File: src/rtl/tow_match_ctrl_pkg.sv
// Shared types and constants for the tug-of-war match controller.
// State encodings are visible on state_o, so their values are fixed here.
package tow_pkg;

   typedef enum logic [2:0] {
      ST_INIT      = 3'd0,
      ST_WAIT      = 3'd1,
      ST_DARK      = 3'd2,
      ST_PLAY      = 3'd3,
      ST_GLOAT     = 3'd4,
      ST_MATCH_END = 3'd5
   } state_t;

   localparam logic [1:0] LED_ALL  = 2'b11;
   localparam logic [1:0] LED_OFF  = 2'b00;
   localparam logic [1:0] LED_PLAY = 2'b10;
   localparam logic [1:0] LED_WIN  = 2'b01;

   // x^8 + x^6 + x^5 + x^4 + 1, Fibonacci form shifting left
   localparam logic [7:0] LFSR_SEED = 8'hA5;
   localparam logic [7:0] LFSR_TAPS = 8'b1011_1000;

   typedef struct packed {
      logic       clear;
      logic       leds_on;
      logic [1:0] led_control;
   } led_out_t;

   function automatic led_out_t led_decode(state_t s);
      led_out_t o;
      o = '{clear: 1'b1, leds_on: 1'b1, led_control: LED_ALL};
      case (s)
         ST_DARK:      o = '{clear: 1'b0, leds_on: 1'b0, led_control: LED_OFF};
         ST_PLAY:      o = '{clear: 1'b0, leds_on: 1'b1, led_control: LED_PLAY};
         ST_GLOAT:     o = '{clear: 1'b1, leds_on: 1'b1, led_control: LED_PLAY};
         ST_MATCH_END: o = '{clear: 1'b1, leds_on: 1'b1, led_control: LED_WIN};
         default:      o = '{clear: 1'b1, leds_on: 1'b1, led_control: LED_ALL};
      endcase
      return o;
   endfunction

endpackage

File: src/rtl/tow_match_ctrl_if.sv
// Bundle between the match controller (master) and the datapath/LED side (slave).
interface tow_match_ctrl_if #(
   parameter int N_PLAYERS     = 2,
   parameter int ROUNDS_TO_WIN = 3
);
   localparam int PW = (N_PLAYERS > 1) ? $clog2(N_PLAYERS) : 1;
   localparam int SW = $clog2(ROUNDS_TO_WIN + 1);

   logic                    tick;
   logic                    winrnd;
   logic [PW-1:0]           win_player;
   logic [N_PLAYERS-1:0]    btn_press;
   logic                    clear;
   logic                    leds_on;
   logic [1:0]              led_control;
   logic                    false_start;
   logic [PW-1:0]           fs_player;
   logic [N_PLAYERS*SW-1:0] scores;
   logic                    match_over;
   logic [PW-1:0]           match_winner;
   logic [2:0]              state_o;

   modport master (
      input  tick, winrnd, win_player, btn_press,
      output clear, leds_on, led_control, false_start, fs_player,
             scores, match_over, match_winner, state_o
   );

   modport slave (
      output tick, winrnd, win_player, btn_press,
      input  clear, leds_on, led_control, false_start, fs_player,
             scores, match_over, match_winner, state_o
   );

endinterface

File: src/rtl/tow_match_ctrl_lfsr8.sv
// Free-running 8-bit LFSR for dark-phase durations; the seed is non-zero so it never locks up.
module tow_lfsr8
   import tow_pkg::*;
(
   input  logic       clk,
   input  logic       rst,
   output logic [7:0] out
);

   always_ff @(posedge clk) begin
      if (!rst) out <= LFSR_SEED;
      else      out <= {out[6:0], ^(out & LFSR_TAPS)};
   end

endmodule

File: src/rtl/tow_match_ctrl.sv
// Match sequencer: wait, random dark, play, gloat per round; first to ROUNDS_TO_WIN ends the match.
//
// state      | meaning
// INIT       | just out of reset, loads the wait timer
// WAIT       | all LEDs lit, counting WAIT_TICKS slow ticks
// DARK       | LEDs off for a random 1..DARK_MAX ticks; a press here is a false start
// PLAY       | pull in progress, waiting for the datapath's round winner
// GLOAT      | round result shown for GLOAT_TICKS ticks
// MATCH_END  | winner shown, held until reset
module tow_match_ctrl
   import tow_pkg::*;
#(
   parameter int N_PLAYERS     = 2,
   parameter int WAIT_TICKS    = 2,
   parameter int GLOAT_TICKS   = 2,
   parameter int DARK_MAX      = 8,
   parameter int ROUNDS_TO_WIN = 3
) (
   input  logic               clk,
   input  logic               rst,
   tow_match_ctrl_if.master   bus
);

   localparam int PW      = (N_PLAYERS > 1) ? $clog2(N_PLAYERS) : 1;
   localparam int DW      = $clog2(DARK_MAX);
   localparam int SW      = $clog2(ROUNDS_TO_WIN + 1);
   localparam int MAX_WG  = (WAIT_TICKS > GLOAT_TICKS) ? WAIT_TICKS : GLOAT_TICKS;
   localparam int CNT_MAX = (MAX_WG > DARK_MAX) ? MAX_WG : DARK_MAX;
   localparam int CW      = $clog2(CNT_MAX + 1);

   localparam logic [SW-1:0] WIN_SCORE  = SW'(ROUNDS_TO_WIN);
   localparam logic [CW-1:0] WAIT_LOAD  = CW'(WAIT_TICKS);
   localparam logic [CW-1:0] GLOAT_LOAD = CW'(GLOAT_TICKS);
   localparam logic [CW-1:0] CNT_ONE    = CW'(1);

   state_t        state;
   logic [CW-1:0] cnt;
   logic [SW-1:0] score [N_PLAYERS];
   logic          false_start;
   logic [PW-1:0] fs_player;
   logic [PW-1:0] match_winner;

   logic [7:0]    lfsr;
   logic [CW-1:0] dark_load;
   logic          win_ok;
   logic          any_done;
   logic [PW-1:0] done_idx;
   logic [PW-1:0] fs_idx;
   logic          unused_lfsr_bits;
   led_out_t      leds;

   tow_lfsr8 u_lfsr (
      .clk (clk),
      .rst (rst),
      .out (lfsr)
   );

   // Low DW bits plus one gives 1..DARK_MAX, never a zero-length dark phase
   assign dark_load        = CW'(lfsr[DW-1:0]) + CNT_ONE;
   assign unused_lfsr_bits = ^lfsr;
   assign win_ok           = int'(bus.win_player) < N_PLAYERS;

   always_comb begin
      any_done = 1'b0;
      done_idx = '0;
      fs_idx   = '0;
      for (int i = N_PLAYERS - 1; i >= 0; i--) begin
         if (score[i] == WIN_SCORE) begin
            any_done = 1'b1;
            done_idx = PW'(i);
         end
         if (bus.btn_press[i]) fs_idx = PW'(i);
      end
   end

   always_ff @(posedge clk) begin
      if (!rst) begin
         state        <= ST_INIT;
         cnt          <= '0;
         false_start  <= 1'b0;
         fs_player    <= '0;
         match_winner <= '0;
         for (int i = 0; i < N_PLAYERS; i++) score[i] <= '0;
      end else begin
         false_start <= 1'b0;
         case (state)
            ST_INIT: begin
               state <= ST_WAIT;
               cnt   <= WAIT_LOAD;
            end
            ST_WAIT: begin
               if (bus.tick) begin
                  if (cnt == CNT_ONE) begin
                     state <= ST_DARK;
                     cnt   <= dark_load;
                  end else begin
                     cnt <= cnt - CNT_ONE;
                  end
               end
            end
            ST_DARK: begin
               if (bus.winrnd) begin
                  if (win_ok && score[bus.win_player] != WIN_SCORE)
                     score[bus.win_player] <= score[bus.win_player] + SW'(1);
                  state <= ST_GLOAT;
                  cnt   <= GLOAT_LOAD;
               end else if (|bus.btn_press) begin
                  false_start <= 1'b1;
                  fs_player   <= fs_idx;
                  state       <= ST_GLOAT;
                  cnt         <= GLOAT_LOAD;
               end else if (bus.tick) begin
                  if (cnt == CNT_ONE) state <= ST_PLAY;
                  else                cnt   <= cnt - CNT_ONE;
               end
            end
            ST_PLAY: begin
               if (bus.winrnd) begin
                  if (win_ok && score[bus.win_player] != WIN_SCORE)
                     score[bus.win_player] <= score[bus.win_player] + SW'(1);
                  state <= ST_GLOAT;
                  cnt   <= GLOAT_LOAD;
               end
            end
            ST_GLOAT: begin
               if (bus.tick) begin
                  if (cnt == CNT_ONE) begin
                     if (any_done) begin
                        state        <= ST_MATCH_END;
                        match_winner <= done_idx;
                     end else begin
                        state <= ST_DARK;
                        cnt   <= dark_load;
                     end
                  end else begin
                     cnt <= cnt - CNT_ONE;
                  end
               end
            end
            ST_MATCH_END: state <= ST_MATCH_END;
            default:      state <= ST_INIT;
         endcase
      end
   end

   assign leds = led_decode(state);

   assign bus.clear        = leds.clear;
   assign bus.leds_on      = leds.leds_on;
   assign bus.led_control  = leds.led_control;
   assign bus.false_start  = false_start;
   assign bus.fs_player    = fs_player;
   assign bus.match_over   = (state == ST_MATCH_END);
   assign bus.match_winner = match_winner;
   assign bus.state_o      = state;

   for (genvar g = 0; g < N_PLAYERS; g++) begin : g_scores
      assign bus.scores[g*SW +: SW] = score[g];
   end

endmodule

File: src/flat_wrapper.sv
// flat-port wrapper written by rule: the top's interface ports become plain ports
module tow_match_ctrl_flat import tow_pkg::*;
#(
   parameter int N_PLAYERS     = 2,
   parameter int WAIT_TICKS    = 2,
   parameter int GLOAT_TICKS   = 2,
   parameter int DARK_MAX      = 8,
   parameter int ROUNDS_TO_WIN = 3
)
  (clk, rst, bus_tick, bus_winrnd, bus_win_player, bus_btn_press, bus_clear, bus_leds_on, bus_led_control, bus_false_start, bus_fs_player, bus_scores, bus_match_over, bus_match_winner, bus_state_o);
  tow_match_ctrl_if #(.N_PLAYERS(N_PLAYERS), .ROUNDS_TO_WIN(ROUNDS_TO_WIN)) bus_i ();
  input  logic clk;
  input  logic rst;
  input wire logic [$bits(bus_i.tick)-1:0] bus_tick;
  input wire logic [$bits(bus_i.winrnd)-1:0] bus_winrnd;
  input wire logic [$bits(bus_i.win_player)-1:0] bus_win_player;
  input wire logic [$bits(bus_i.btn_press)-1:0] bus_btn_press;
  output wire logic [$bits(bus_i.clear)-1:0] bus_clear;
  output wire logic [$bits(bus_i.leds_on)-1:0] bus_leds_on;
  output wire logic [$bits(bus_i.led_control)-1:0] bus_led_control;
  output wire logic [$bits(bus_i.false_start)-1:0] bus_false_start;
  output wire logic [$bits(bus_i.fs_player)-1:0] bus_fs_player;
  output wire logic [$bits(bus_i.scores)-1:0] bus_scores;
  output wire logic [$bits(bus_i.match_over)-1:0] bus_match_over;
  output wire logic [$bits(bus_i.match_winner)-1:0] bus_match_winner;
  output wire logic [$bits(bus_i.state_o)-1:0] bus_state_o;
  assign bus_i.tick = bus_tick;
  assign bus_i.winrnd = bus_winrnd;
  assign bus_i.win_player = bus_win_player;
  assign bus_i.btn_press = bus_btn_press;
  assign bus_clear = bus_i.clear;
  assign bus_leds_on = bus_i.leds_on;
  assign bus_led_control = bus_i.led_control;
  assign bus_false_start = bus_i.false_start;
  assign bus_fs_player = bus_i.fs_player;
  assign bus_scores = bus_i.scores;
  assign bus_match_over = bus_i.match_over;
  assign bus_match_winner = bus_i.match_winner;
  assign bus_state_o = bus_i.state_o;
  tow_match_ctrl #(.N_PLAYERS(N_PLAYERS), .WAIT_TICKS(WAIT_TICKS), .GLOAT_TICKS(GLOAT_TICKS), .DARK_MAX(DARK_MAX), .ROUNDS_TO_WIN(ROUNDS_TO_WIN)) u_core (.clk(clk), .rst(rst), .bus(bus_i));
endmodule
File: config.mk
export PLATFORM = sky130hd
export DESIGN_NAME = tow_match_ctrl_flat
export DESIGN_NICKNAME = d
export VERILOG_FILES = /design/src/rtl/tow_match_ctrl_pkg.sv /design/src/rtl/tow_match_ctrl_if.sv /design/src/rtl/tow_match_ctrl_lfsr8.sv /design/src/rtl/tow_match_ctrl.sv /design/src/flat_wrapper.sv
export SDC_FILE = /design/constraint.sdc
export NUM_CORES = 1
export LEC_CHECK = 0
export BUFFER_PORTS_ARGS = -buffer_cell sky130_fd_sc_hd__buf_2
export CAP_MARGIN = 5
export CORE_MARGIN = 3
export CORE_UTILIZATION = 46
export CTS_BUF_LIST = sky130_fd_sc_hd__clkbuf_8 sky130_fd_sc_hd__clkbuf_16
export DETAILED_ROUTE_END_ITERATION = 12
export PLACE_DENSITY_LB_ADDON = 0.15
export SETUP_SLACK_MARGIN = 0.5
export SLEW_MARGIN = 20
export SYNTH_ARGS = -nofsm -noshare
export SYNTH_HDL_FRONTEND = slang
export SYNTH_SLANG_ARGS = --single-unit
File: constraint.sdc
create_clock -name clk -period 1.8 [get_ports clk]
set_input_delay 0.36 -clock clk [delete_from_list [all_inputs] [get_ports clk]]
set_output_delay 0.36 -clock clk [all_outputs]
set_load 0.05 [all_outputs]
======== Yosys cells after proc, flatten, opt, wreduce, memory -nomap -nowiden ========
Memory sizes are Yosys's and may differ from the RTL's.
Cells that the tools add are included.
cells by class
  add/subtract/negate cells ............... 3
  equality and inequality tests ........... 18
  mux-type cells .......................... 42
  bitwise logic cells ..................... 4
  reduce and logical (&&, ||, !) cells .... 10
operator list
  kind                                                                      count
  4-bit two-way mux                                                         10
  3-bit two-way mux                                                         10
  4-bit one-hot mux with 5 select lines                                     1
  3-bit one-hot mux with 6 select lines                                     1
  1-bit two-way mux                                                         17
  4-bit one-hot mux with 4 select lines                                     1
  7-bit AND reduction                                                       2
  2-bit inequality test (second input constant)                             4
  8-bit XOR reduction                                                       1
  3-bit by 2-bit equality test with 1-bit output (second input constant)    2
  3-bit equality test (second input constant)                               2
  5-bit nonzero test                                                        1
  3-bit by 1-bit adder with 4-bit output (second input constant)            1
  2-bit equality test (second input constant)                               2
  4-bit by 1-bit equality test with 1-bit output (second input constant)    1
  2-bit two-way mux                                                         2
  2-bit by 1-bit inequality test with 1-bit output (second input constant)  2
  4-bit by 2-bit inequality test with 1-bit output (second input constant)  1
  4-bit by 3-bit inequality test with 1-bit output (second input constant)  1
  4-bit inequality test (second input constant)                             1
  4-bit AND reduction                                                       1
  2-bit OR reduction                                                        2
  4-bit by 1-bit subtractor with 4-bit output (second input constant)       1
  3-bit by 1-bit equality test with 1-bit output (second input constant)    1
  other kinds (7)                                                           9
storage, ports and cells
  flip-flop bits (word level) ............. 18
  RAM bits ................................ 4
  input bits .............................. 7
  output and inout port bits .............. 15
  logic and storage cells ................. 84
  memories kept ........................... 1
memory list
  name          words  bits a word  read ports  clocked after memory_dff  wr ports  RTL line              source
  u_core.score  2      2            3           0                         2         tow_match_ctrl.sv:38  logic [SW-1:0] score [N_PLAYERS];

======== Logic depth before layout (Yosys ltp) ========
Gate-level depths: netlist of run 1.
An unclocked memory read counts as a cell.
  depth after elaboration ................. 10
  gate-level depth with buffers ........... 7
  mapped depth without buffers ............ 7

======== Hierarchy ========
Synthesis of run 1 repeated with hierarchy kept, for this count alone.
unflattened totals
  cells, all modules ...................... 150
  area total of the unflattened synthesis .. 1336.3 µm²
modules (own cells, without submodules)
  module          instances  cells each  area each (µm²)  seq. area each (µm²)
  tow_match_ctrl  1          131         1101.1           320.3
  tow_lfsr8       1          19          235.2            160.2

======== Least setup slack after synthesis of run 1 ========
OpenSTA, ideal clock, no wires.
  path kind ............................... register -> output
  from .................................... register u_core.state[2] (netlist: u_core.bus.state_o[2])
  to ...................................... output bus_led_control[1]
  arrival ................................. 2.070 ns
  path slack .............................. -0.630 ns
  stages on the path, launching flop included .. 4
  path buffers ............................ 0
  cells stage by stage .................... dfxtp_1 nand2b_1 nor2_1 a21oi_1
on the way
  cells in the longest elaborated chain, start to end .. 2
  elaborated cells on any way between the ends .. 5
  classes of those cells .................. 4 x eq/ne; 1 x mux
ends and longest elaborated chain
  item                                   RTL line                  source
  from (decl)                            tow_match_ctrl.sv:36      state_t state;
  from (signal assigned)                 tow_match_ctrl.sv:78      state <= ST_INIT;
  from (signal assigned)                 tow_match_ctrl.sv:88      state <= ST_WAIT;
  from (signal assigned)                 tow_match_ctrl.sv:94      state <= ST_DARK;
  3-bit equality test                    -
  via bus_match_over                     flat_wrapper.sv:24        output wire logic [$bits(bus_i.match_over)-1:0] bus_match_over;
  4-bit one-hot mux with 4 select lines  tow_match_ctrl_pkg.sv:32  case (s)
  to (decl)                              flat_wrapper.sv:20        output wire logic [$bits(bus_i.led_control)-1:0] bus_led_control;
The timed path passes the listed nets, and every way through them passes these cells.

==> impl_metrics.yaml, run 1 <==
synthesis:
  synth_area_per_cell_sq_um: 8.96
  synth_cell_types: 40
  ys.flop_type: "dfxtp_1"
  synth_edf_count: 4
  synth_largest_area_cell: "dfxtp_1"
  ys_warn_count: 0
  netlist_area_sq_um: 1170
  syn-num-nets: 142
  yosys.area.top_type_share: 0.307
  syn-instance-count: 131
  async_flop_share: 0
  synth.area.top_cells: "dfxtp_1 (31%), edfxtp_1 (10%), a21oi_1 (5.5%), nor2_1 (4.8%), ha_1 (4.3%)"
  seq_area_frac_synth: 0.409
  ys_ff_latch: 22
critical_path:
  crit_path_max_incr_delay_ns: 0.44
  start_kind: "flop"
  crit_buf_inv: 0
  crit_chain: "mux2_4 > ha_4 > or3_4 > nand2_4"
  crit_family: "simple AND/OR/NAND/NOR gates"
  worstSetupPathType: "flop to flop"
  critPathArrivalTime_ns: 1.69
  crit_fanout: 3
  critical_path_required_ns: 1.79
  cp-end-kind: "flop"
  cp_slowest_cell: "edfxtp_1"
finish:
  drive_gt1_frac: 0.552
  syn_to_final_growth_pct: 62.7
  n_antenna_cell: 0
  fin_util: 0.824
  final_cells: 209
  nNetsFinal: 193
cts:
  postCtsHoldBufs: 0
  clkLatencyLatePin_ns: 0.27
  root_buffer: "clkbuf_8"
  h-tree-depth: 1
  cts_tree: "yes"
  clkSinkCount: 22
  cts.path.max_buffers: 2
  numCtsBuffers: 3
  clk_pin_slew_ns: 0.08
sta:
  finalSetupViolations: 0
  min_period_ns: 1.69
  tns_ns: 0
  fin_crit_sh: 0.941
  hold_viol_final: 0
  fin_hold_ws_ns: 0.294
  fin_ws_ns: 0.106
  tightest_slew_ns: 0.333
  max_freq_ghz: 0.590
  max-slew-margin-rel: 0.776
  skew_ns: 0.00445
  drv_slew: 0
  grt_setup_unrepaired: "true"
floorplanning:
  core-area_sq_um: 2320
  die_h_microns: 56.5
  die_area_sq_um: 3190
  initial_core_util: 0.506
  fp-row-count: 17
  die_w_microns: 56.5
  pin_count: 22
placed_design:
  place_ws_ns: 0.0273
  dp_cells: 183
  port_buffers: 21
  gp_congestion: 0.867
  place_hpwl_microns: 1930
power:
  p_sw_w: 0.00123
  ir_drop_mv: 1.23
  clkPwrFrac: 0.145
  p_per_area_nw_per_um2: 1490
  p_leak_nw: 0.797
  comb_power_share: 0.596
  netSwitchingFraction: 0.431
  power_frac_seq: 0.259
  internal-power_w: 0.00162
drt:
  routed-via-count: 1204
  detail-route-antenna-nets: 0
  drt-initial-drc-count: 64
  wl_microns: 3630
  routedWlPerCell_microns: 17.4
  via_per_inst: 5.76
  drt_pass1_iterations: 4
  drcViolationCount: 0
global_route:
  grt_max_degree: 15
  grt_pass1_wl_microns: 5200
  antenna_found_initial: 0
  grt_pass1_vias: 1142
  grt_usage: 0.205
  grt-ovfl-total: 0
status:
  status: "completed"
hold_path:
  hold_path.class: "primary input to flop"
job:
  cap_viol_max_count: 0
-- worst paths after layout --
| path | slack (ns) | depth (start not counted) | startpoint | endpoint |
|---|---|---|---|---|
| worst max-delay path | 0.11 | 4 | u_core.score[0][1] | u_core.score[0][0] |
| worst max register to register | 0.11 | 4 | u_core.score[0][1] | u_core.score[0][0] |
| worst min-delay path | 0.29 | 2 | bus_btn_press[0] | u_core.bus.fs_player |
| worst min register to register | 0.43 | 1 | u_core.u_lfsr.out[6] | u_core.u_lfsr.out[7] |
-- flip-flops by register name, summed over array words and instances, names as in the netlist --
| signal | count |
|---|---|
| u_core.bus.false_start | 1 |
| u_core.bus.fs_player | 1 |
| u_core.bus.match_winner | 1 |
| u_core.bus.state_o | 3 |
| u_core.cnt | 4 |
| u_core.score | 4 |
| u_core.u_lfsr.out | 8 |
-- synthesized netlist by cell type (2+ instances only) --
| master | number |
|---|---|
| dfxtp_1 | 18 |
| a22oi_1 | 2 |
| edfxtp_1 | 4 |
| nor2_1 | 15 |
| mux2_2 | 2 |
| nor2b_1 | 3 |
| xor2_1 | 5 |
| nand3_1 | 2 |
| a211oi_1 | 4 |
| or3_1 | 2 |
| and2_1 | 6 |
| nand2_1 | 11 |
| inv_1 | 5 |
| nor3_1 | 3 |
| nand2b_1 | 5 |
| o211ai_1 | 2 |
| ha_1 | 4 |
| a21oi_1 | 13 |
| o21ai_0 | 3 |
| o221a_1 | 2 |
-- power groups by stage --
| stage | combinational (W) | clock, W | sequential, W |
|---|---|---|---|
| floorplan | 0.000744 | 0 | 0.000825 |
| global placement | 0.00101 | 0 | 0.000725 |
| detailed placement | 0.00103 | 0 | 0.000727 |
| CTS | 0.00137 | 0.000416 | 0.000692 |
| global route | 0.00179 | 0.000444 | 0.000752 |
| finish | 0.00170 | 0.000413 | 0.000738 |
-- routing by layer --
metal	part of all wire	vias to the layer above	track usage
met4	0.015	0	0.0881
met2	0.52	66	0.338
met3	0.076	7	0.0437
met5	0	-	0
li1	-	560	-
met1	0.39	571	0.254
-- timing repair --
item / 4_1_cts / 5_1_grt
endpoints found under the setup margin: 27 / 29
resized for setup: 37 / 31
pin swaps: 14 / 17
setup buffers: 12 / 10
-- worst register-to-register path: stages (launching register included) --
cell,delay (ns)
edfxtp_1,0.44
mux2_4,0.31
ha_4,0.17
or3_4,0.41
nand2_4,0.09
-- kinds of logic after synthesis --
kind of cell	count (synthesis)	synth area share
XOR/XNOR	6	0.0448
adder cells (fa/ha/maj)	4	0.0426
buffers and inverters	8	0.0320
AND/OR/NAND/NOR	56	0.257
multiplexers	2	0.0192
AO/OA/AOI/OAI	33	0.195
flip-flops	22	0.409
-- layout by cell type (no fill, tap or decap), types with 4 or more instances in the layout --
cell / instances
dfxtp_1: 13
nand2b_1: 4
edfxtp_1: 4
xor2_1: 5
nor2_1: 7
buf_4: 21
a21oi_1: 11
nor2_4: 5
buf_6: 11
nor2_2: 4
and2_1: 4
dfxtp_4: 4
buf_2: 9
buf_8: 6
nand2_1: 6
-- metrics by stage --
step / area, sq um / total power (W)
2_1_floorplan: 1270 / 0.00157
3_3_place_gp: 1430 / 0.00174
3_5_place_dp: 1430 / 0.00176
4_1_cts: 1720 / 0.00248
5_1_grt: 1910 / 0.00299
6_report: 1910 / 0.00285
-- area by class of cell --
| class | instances | area [sq um] |
|---|---|---|
| Clock buffer | 4 | 66.3 |
| Fill cell | 126 | 409 |
| Inverter | 6 | 27.5 |
| Multi-Input combinational cell | 101 | 847 |
| Sequential cell | 22 | 497 |
| Tap cell | 28 | 35.0 |
| Timing Repair Buffer | 48 | 437 |
No activity file was read; power rests on OpenSTA's default activity.
==> run 2: changes to the inputs <==
--- a/config.mk
+++ b/config.mk
@@ -7,7 +7,6 @@
 export LEC_CHECK = 0
 export BUFFER_PORTS_ARGS = -buffer_cell sky130_fd_sc_hd__buf_2
 export CAP_MARGIN = 5
-export CORE_MARGIN = 3
 export CORE_UTILIZATION = 46
 export CTS_BUF_LIST = sky130_fd_sc_hd__clkbuf_8 sky130_fd_sc_hd__clkbuf_16
 export DETAILED_ROUTE_END_ITERATION = 12
==> run 2 against run 1 <==
- via count decreased by 2.3%
- non-clock buffer count shrank 2
- routed wire length is 1.5% higher
- utilization decreased by 0.87 points
- register-to-register slack worse by 0.02 ns
- clock skew rose by 0.00060 ns
- setup slack got worse by 0.015 ns
- cell area decreased by 2.0%
- clock-buffer cell count is the same
- fmax decreased by 0.91%
- sequential share of layout area grew 0.39 points
- largest power group unchanged
==> impl_metrics.yaml, run 2 (synthesis gave the netlist of run 1 again) <==
sta:
  max-slew-margin-rel: 0.764
  drv_slew: 0
  tightest_slew_ns: 0.354
  max_freq_ghz: 0.585
  tns_ns: 0
  fin_hold_ws_ns: 0.293
  finalSetupViolations: 0
  fin_crit_sh: 0.950
  grt_setup_unrepaired: "true"
  hold_viol_final: 0
  min_period_ns: 1.71
  skew_ns: 0.00504
drt:
  detail-route-antenna-nets: 0
  routed-via-count: 1176
  drt_pass1_iterations: 4
  wl_microns: 3680
  routedWlPerCell_microns: 17.8
  drt-initial-drc-count: 28
  drcViolationCount: 0
  via_per_inst: 5.68
placed_design:
  gp_congestion: 0.934
  place_hpwl_microns: 2030
  port_buffers: 21
power:
  comb_power_share: 0.565
  power_frac_seq: 0.275
  p_per_area_nw_per_um2: 1420
  ir_drop_mv: 1.05
  internal-power_w: 0.00151
  clkPwrFrac: 0.160
  p_leak_nw: 0.785
  netSwitchingFraction: 0.434
  p_sw_w: 0.00115
floorplanning:
  die_area_sq_um: 2760
  pin_count: 22
  core-area_sq_um: 2300
  die_w_microns: 52.5
  initial_core_util: 0.511
  fp-row-count: 17
  die_h_microns: 52.5
cts:
  clk_pin_slew_ns: 0.09
  cts_tree: "yes"
  h-tree-depth: 1
  root_buffer: "clkbuf_8"
  numCtsBuffers: 3
  cts.path.max_buffers: 2
  clkSinkCount: 22
  clkLatencyLatePin_ns: 0.27
  postCtsHoldBufs: 0
finish:
  regMostFlops: "u_core.u_lfsr.out"
  nNetsFinal: 191
  n_antenna_cell: 0
  final_common_cell: "buf_4"
  drive_gt1_frac: 0.547
  top_regs: "u_core.u_lfsr.out x8, u_core.cnt x4, u_core.score x4"
  largest_reg_flops: 8
  final_cell_mix: "buf_4 (17), buf_6 (14), dfxtp_1 (13)"
  syn_to_final_growth_pct: 59.5
critical_path:
  worstSetupPathType: "flop to flop"
  ff2ff_setup_slack_ns: 0.09
  rr_startpoint: "u_core.bus.state_o[0]"
  critical_path_required_ns: 1.94
  cp-end-kind: "flop"
  crit_fanout: 8
  critPathArrivalTime_ns: 1.85
  setup.worst_path.start: "u_core.bus.state_o[0]"
  start_kind: "flop"
hold_path:
  hold_path.class: "primary input to flop"
  worstHoldStart: "bus_btn_press[0]"
global_route:
  grt_pass1_wl_microns: 5220
  antenna_found_initial: 0
  grt-ovfl-total: 0
  grt_usage: 0.265
  grt_max_degree: 15
  grt_pass1_vias: 1125
job:
  cap_viol_max_count: 0
status:
  status: "completed"
[run 2: through the flow]
step	utilization	std cells	instance area [sq um]	worst slack (ns)	power, W
finish	0.815	207	1870	0.0904	0.00266
global route	0.815	207	1870	0.0653	0.00279
CTS	0.753	201	1730	0.150	0.00241
detailed placement	0.620	183	1430	0.0231	0.00177
global placement	0.620	183	1430	0.0608	0.00174
floorplan	-	131	1270	-0.0855	0.00157
[run 2: worst max-delay path, cell delays in order, from the launching register on]
cell	delay [ns]
dfxtp_4	0.39
or3b_4	0.48
or2_1	0.30
a221oi_2	0.30
a211oi_1	0.11
[run 2: worst paths after layout]
check,endpoint,depth (start not counted)
worst max-delay path,u_core.cnt[1],4
worst max register to register,u_core.cnt[1],4
worst min register to register,u_core.u_lfsr.out[7],1
worst min-delay path,u_core.bus.fs_player,2
[run 2: layer usage]
metal	vias to the layer above	wire [microns]	track usage
met3	6	173	0.0406
li1	557	-	-
met4	0	40	0.110
met2	41	1990	0.456
met5	-	0	0
met1	572	1470	0.324
[run 2: power by group through the flow]
stage / Clock, W / Sequential (W) / Combinational (W)
after global routing: 0.000447 / 0.000744 / 0.00160
final: 0.000426 / 0.000732 / 0.00150
after detailed placement: 0 / 0.000733 / 0.00104
after floorplan: 0 / 0.000825 / 0.000744
after global placement: 0 / 0.000729 / 0.00102
after CTS: 0.000423 / 0.000719 / 0.00127
[run 2: timing repair]
item | CTS | global route
endpoints found under the hold margin | 0 | 0
setup buffers | 14 | 6
pin swaps | 16 | 12
gates resized for setup | 40 | 29
setup endpoints to repair | 26 | 29
[run 2: cell type report]
| cell class | instances | area (sq um) |
|---|---|---|
| Clock buffer | 4 | 66.3 |
| Fill cell | 143 | 425 |
| Inverter | 6 | 27.5 |
| Multi-Input combinational cell | 101 | 828 |
| Sequential cell | 22 | 494 |
| Tap cell | 28 | 35.0 |
| Timing Repair Buffer | 46 | 420 |
